### src/rtl/hyperbus_cfg_regs.sv
// HyperBus controller configuration register file: word-addressed register bus,
// writes deferred until the controller is idle (bounded wait), registered cfg_o.
module hyperbus_cfg_regs #(
  parameter int unsigned NumPhys     = 2,
  parameter logic [31:0] RstChipBase = 32'h0
) (
  input  logic        clk_sys_i,
  input  logic        rst_sys_i,
  input  logic [31:0] reg_addr_i,
  input  logic        reg_write_i,
  input  logic [31:0] reg_wdata_i,
  input  logic [3:0]  reg_wstrb_i,
  input  logic        reg_valid_i,
  output logic [31:0] reg_rdata_o,
  output logic        reg_ready_o,
  output logic        reg_error_o,
  input  logic        ctl_idle_i,
  output logic [70:0] cfg_o,
  output logic        cfg_update_o
);

  typedef enum logic [1:0] {
    ST_IDLE,
    ST_WAIT,
    ST_RESP
  } state_t;

  localparam logic PhysRst = (NumPhys == 2) ? 1'b1 : 1'b0;
  localparam logic [3:0] IdxChipBase = 4'd11;

  state_t      state;
  logic [9:0]  wait_cnt;
  logic [3:0]  pend_idx;
  logic [31:0] pend_wdata;
  logic [3:0]  pend_wstrb;

  logic [3:0]  t_latency_access;
  logic        en_latency_additional;
  logic [15:0] t_burst_max;
  logic [3:0]  t_read_write_recovery;
  logic [3:0]  t_rx_clk_delay;
  logic [3:0]  t_tx_clk_delay;
  logic [4:0]  address_mask_msb;
  logic        address_space;
  logic        phys_in_use;
  logic        which_phy;
  logic [3:0]  t_csh_cycles;
  // Not exposed through the register map; held at zero.
  logic [25:0] timeout;

  assign timeout = '0;

  assign cfg_o = {t_latency_access, en_latency_additional, t_burst_max,
                  t_read_write_recovery, t_rx_clk_delay, t_tx_clk_delay,
                  address_mask_msb, address_space, phys_in_use, which_phy,
                  t_csh_cycles, timeout};

  logic [31:0] word [16];
  logic [3:0]  req_idx;
  logic        req_unmapped;
  logic        req_bad_write;
  logic [3:0]  sel_idx;
  logic [31:0] sel_wdata;
  logic [3:0]  sel_wstrb;
  logic [31:0] commit_word;
  logic        unused_bits;

  function automatic logic [31:0] merge_bytes(input logic [31:0] old_w,
                                              input logic [31:0] new_w,
                                              input logic [3:0]  strb);
    logic [31:0] m;
    m = old_w;
    for (int unsigned b = 0; b < 4; b++) begin
      if (strb[b]) m[8*b +: 8] = new_w[8*b +: 8];
    end
    return m;
  endfunction

  always_comb begin
    for (int unsigned i = 0; i < 16; i++) word[i] = '0;
    word[0]  = {28'd0, t_latency_access};
    word[1]  = {31'd0, en_latency_additional};
    word[2]  = {16'd0, t_burst_max};
    word[3]  = {28'd0, t_read_write_recovery};
    word[4]  = {28'd0, t_rx_clk_delay};
    word[5]  = {28'd0, t_tx_clk_delay};
    word[6]  = {27'd0, address_mask_msb};
    word[7]  = {31'd0, address_space};
    word[8]  = {31'd0, phys_in_use};
    word[9]  = {31'd0, which_phy};
    word[10] = {28'd0, t_csh_cycles};
    word[11] = RstChipBase;
  end

  assign req_idx       = reg_addr_i[5:2];
  assign req_unmapped  = (|reg_addr_i[31:6]) || (req_idx > IdxChipBase);
  assign req_bad_write = req_unmapped || (req_idx == IdxChipBase);

  // A commit from IDLE uses the live bus; from WAIT it uses the captured request.
  assign sel_idx     = (state == ST_WAIT) ? pend_idx   : req_idx;
  assign sel_wdata   = (state == ST_WAIT) ? pend_wdata : reg_wdata_i;
  assign sel_wstrb   = (state == ST_WAIT) ? pend_wstrb : reg_wstrb_i;
  assign commit_word = merge_bytes(word[sel_idx], sel_wdata, sel_wstrb);

  assign unused_bits = ^{reg_addr_i[1:0], commit_word[31:16]};

  always_ff @(posedge clk_sys_i) begin
    if (rst_sys_i) begin
      state                 <= ST_IDLE;
      wait_cnt              <= '0;
      pend_idx              <= '0;
      pend_wdata            <= '0;
      pend_wstrb            <= '0;
      reg_rdata_o           <= '0;
      reg_ready_o           <= 1'b0;
      reg_error_o           <= 1'b0;
      cfg_update_o          <= 1'b0;
      t_latency_access      <= 4'd6;
      en_latency_additional <= 1'b1;
      t_burst_max           <= 16'd350;
      t_read_write_recovery <= 4'd6;
      t_rx_clk_delay        <= 4'd8;
      t_tx_clk_delay        <= 4'd8;
      address_mask_msb      <= 5'd25;
      address_space         <= 1'b0;
      phys_in_use           <= PhysRst;
      which_phy             <= 1'b0;
      t_csh_cycles          <= 4'd1;
    end else begin
      reg_rdata_o  <= '0;
      reg_ready_o  <= 1'b0;
      reg_error_o  <= 1'b0;
      cfg_update_o <= 1'b0;

      if (((state == ST_IDLE) && reg_valid_i && reg_write_i && !req_bad_write && ctl_idle_i) ||
          ((state == ST_WAIT) && reg_valid_i && ctl_idle_i)) begin
        case (sel_idx)
          4'd0:  t_latency_access      <= commit_word[3:0];
          4'd1:  en_latency_additional <= commit_word[0];
          4'd2:  t_burst_max           <= commit_word[15:0];
          4'd3:  t_read_write_recovery <= commit_word[3:0];
          4'd4:  t_rx_clk_delay        <= commit_word[3:0];
          4'd5:  t_tx_clk_delay        <= commit_word[3:0];
          4'd6:  address_mask_msb      <= commit_word[4:0];
          4'd7:  address_space         <= commit_word[0];
          4'd8:  if (NumPhys == 2) phys_in_use <= commit_word[0];
          4'd9:  if (NumPhys == 2) which_phy   <= commit_word[0];
          4'd10: t_csh_cycles          <= commit_word[3:0];
          default: ;
        endcase
      end

      case (state)
        ST_IDLE: begin
          if (reg_valid_i) begin
            if (!reg_write_i) begin
              reg_rdata_o <= req_unmapped ? '0 : word[req_idx];
              reg_error_o <= req_unmapped;
              reg_ready_o <= 1'b1;
              state       <= ST_RESP;
            end else if (req_bad_write) begin
              reg_error_o <= 1'b1;
              reg_ready_o <= 1'b1;
              state       <= ST_RESP;
            end else if (ctl_idle_i) begin
              reg_ready_o  <= 1'b1;
              cfg_update_o <= 1'b1;
              state        <= ST_RESP;
            end else begin
              pend_idx   <= req_idx;
              pend_wdata <= reg_wdata_i;
              pend_wstrb <= reg_wstrb_i;
              wait_cnt   <= '0;
              state      <= ST_WAIT;
            end
          end
        end
        ST_WAIT: begin
          if (!reg_valid_i) begin
            state <= ST_IDLE;
          end else if (ctl_idle_i) begin
            reg_ready_o  <= 1'b1;
            cfg_update_o <= 1'b1;
            state        <= ST_RESP;
          end else if (wait_cnt == '1) begin
            reg_ready_o <= 1'b1;
            reg_error_o <= 1'b1;
            state       <= ST_RESP;
          end else begin
            wait_cnt <= wait_cnt + 10'd1;
          end
        end
        ST_RESP: state <= ST_IDLE;
        default: state <= ST_IDLE;
      endcase
    end
  end

endmodule
### config.mk
export PLATFORM = sky130hd
export DESIGN_NAME = hyperbus_cfg_regs
export DESIGN_NICKNAME = d
export VERILOG_FILES = /design/src/rtl/hyperbus_cfg_regs.sv
export SDC_FILE = /design/constraint.sdc
export NUM_CORES = 1
export LEC_CHECK = 0
export ABC_CLOCK_PERIOD_IN_PS = 6850
export BUFFER_PORTS_ARGS = -buffer_cell sky130_fd_sc_hd__clkbuf_2
export CORE_MARGIN = 1.5
export CORE_UTILIZATION = 53
export DETAILED_ROUTE_END_ITERATION = 16
export PLACE_DENSITY = 0.84
export SLEW_MARGIN = 20
export SYNTH_ARGS = -nofsm -noshare
export SYNTH_HDL_FRONTEND = slang
export SYNTH_SLANG_ARGS = --single-unit
### constraint.sdc
create_clock -name clk_sys_i -period 6.85 [get_ports clk_sys_i]
set_input_delay 1.7125 -clock clk_sys_i [delete_from_list [all_inputs] [get_ports clk_sys_i]]
set_output_delay 1.7125 -clock clk_sys_i [all_outputs]
set_load 0.02 [all_outputs]
==> results.toml <==
[drt]
vias = 4747
routed_via_density = 5.75
route.final.wire_length_mm = 13.6
drt-initial-drc-count = 377
drt-pass1-iter-count = 5
wl_per_cell_um = 16.5
ant_nets = 0
route.detailed.drc = 0

[grt]
grt_max_degree = 55
grt_first_pass_wirelength_mm = 21.3
antenna_found_initial = 0
grt_overflow = 0
grt_pass1_vias = 4261
met2_usage_pct = 43.5
grt_usage_pct = 26.3
use_met1_pct = 35.0
met3_usage_pct = 5.04
busiest_layer = "met2"

[sta]
skew_ps = 10.0
fin_crit_sh_pct = 59.7
period_needed_ps = 4090
worst_slack_ps = 2760
finalHoldViolations = 0
slew_violations = 0
worst_slew_pin_slew_ps = 1140
max_freq_mhz = 244
setup_viol = 0
hold-worst-slack_ps = 486
fin_tns_setup_ps = 0
relSlewSlack_pct = 23.8
grt_setup_unrepaired = "false"

[logic_synthesis]
synthFlopType = "dfxtp_1"
synth_area_leader_cell = "dfxtp_1"
yosysWarnings = 0
yosysTopAreaCellShare_pct = 38.1
syn_avg_cell_area_um2 = 8.57
yosys_register_bits = 98
synth_area_mm2 = 0.00514
synthTopCellsByArea = "dfxtp_1 (38%), mux2i_1 (9.3%), buf_4 (7.0%), nor2_1 (5.3%), nand2_1 (3.6%)"
async_flop_share_pct = 0
seq_area_frac_synth_pct = 38.1
syn_inst = 600
ys_types = 62
synth_edf_count = 0

[final_layout]
drive_above_1_share_pct = 22.7
fin_nets = 765
n_fill_cell = 848
fin_util_pct = 61.7
syn2layout_area_growth_pct = 11.9
n_antenna_cell = 0

[die]
core_mm2 = 0.00933
pin_count = 179
die_y_um = 102
fp.dieArea_mm2 = 0.0103
initial_core_util_pct = 55.2
die_w_um = 102
rows = 35

[cts]
cts_tree = "yes"
clockRootBuffer = "clkbuf_8"
h-tree-depth = 3
clkSlewWorstSetupHoldPaths_ps = 110
postCtsSetupBuffers = 0
clk_latency_ps = 380
clkSinkCount = 98
cts.repair.resized = 0
cts_buffers = 9
cts_buffer_depth = 2
postCtsHoldBufs = 0

[setup_path]
crit_chain = "clkbuf_2 > buf_4 > inv_1 > nand2b_1 > or4_1 > nor3_2 > and2_1"
cp.required_ps = 7180
critical_path_class = "primary input to flop"
arrival_ps = 4420
cp_slowest_stage_delay_ps = 700
endpoint_kind = "flop"
cp_slowest_cell = "inv_1"
worst-path-max-fanout = 54
crit_buf_inv = 3
worst_setup_path_start_kind = "primary input"
crit_family = "simple AND/OR/NAND/NOR gates"

[outcome]
outcome = "complete, no violations"

[pwr]
pwr_density_cell_mw_per_mm2 = 183
p_leak_nw = 2.40
total_power_mw = 1.05
vdd_drop_max_mv = 0.112

[placement]
routabilityCongestion = 0.954
dp_hpwl_mm = 9.82
pre_cts_slack_ps = 2380
port_buffers = 116

[worst_hold_path]
hold_path.class = "flop to flop"

[job]
maxCapViolCount = 0
## final timing paths
check | start | to | slack [ps] | cells past startpoint
worst max-delay path | rst_sys_i | reg_rdata_o[7] | 2760 | 7
worst min-delay path | pend_wdata[5] | t_burst_max[5] | 490 | 2
worst max register to register | state[0] | t_burst_max[13] | 3610 | 7
worst min register to register | pend_wdata[5] | t_burst_max[5] | 490 | 2
## Yosys cell counts (all sizes together), types with 12 or more instances
library cell	n
nand2	49
buf	62
dfxtp	98
nand3	22
nor2	72
and2	12
a21oi	18
mux2i	48
o21ai	32
a31oi	13
clkbuf	19
nor3	13
## flip-flops by register name, indices dropped and copies added, names as in the netlist, 4 cells and up
name                   count
t_csh_cycles               4
reg_rdata_o               16
t_rx_clk_delay             4
wait_cnt                  10
t_burst_max               16
t_read_write_recovery      4
pend_idx                   4
t_latency_access           4
t_tx_clk_delay             4
address_mask_msb           5
pend_wdata                16
## cell usage in the layout, fill, tap and decap left out, drive strengths merged, types with 8 or more instances in the layout
cell type  Yosys  layout
and2          12      12
conb           1      42
nor2          72      72
nand3         22      22
a311oi        11      11
nand2b        11      11
a31oi         13      13
nor3          13      13
o211ai         8       8
o21ai         32      32
clkbuf        19     125
a22oi         11      11
nand4          8       8
mux2i         48      48
o31ai          8       8
nand2         49      49
dfxtp         98      98
inv           11      14
a21oi         18      18
## per-stage QoR
| stage | std cells | area (um2) |
|---|---|---|
| CTS | 825 | 5760 |
| global placement | 809 | 5550 |
| finish | 825 | 5760 |
| floorplan | 641 | 5300 |
| global route | 825 | 5760 |
| detailed placement | 809 | 5550 |
## area by class of cell
cell class,count,area (um2),share of cell area (%)
multi-input combinational,451,2780,48.2
sequential,98,1960,34.1
timing repair buffer,120,611,10.6
tap,129,161,2.80
clock buffer,9,124,2.15
clock inverter,7,81.3,1.41
inverter,11,41.3,0.717
## layer usage
layer | routed length, um | share of wire, %
met1 | 5690 | 42
met2 | 6550 | 48
met3 | 1130 | 8.3
met4 | 240 | 1.8
met5 | 0 | 0
## logic make-up (layout without fill, tap and decap cells)
kind of cell	after synthesis	count (layout)	synth area share, %
muxes	53	53	10.4
DFF	98	98	38.1
AOI/OAI and AO/OA	127	127	16.8
adders and majority gates	1	1	0.243
other	1	42	0.0729
xor gates and xnor gates	9	9	1.53
buffers and inverters	92	147	11.0
and+or+nand+nor	219	219	21.8
## tightest hold or removal path: stages (launching register included)
cell,delay (ps)
dfxtp_1,330
nand2_1,60
a311oi_1,70
## power by group
part	total (mW)	switching, mW	internal, mW	leakage, nW
Clock	0.380	0.235	0.146	0.103
Sequential	0.571	0.000894	0.570	0.790
Combinational	0.103	0.0749	0.0278	1.51
Total	1.05	0.310	0.744	2.40
Power figures use the tool's default switching activity.
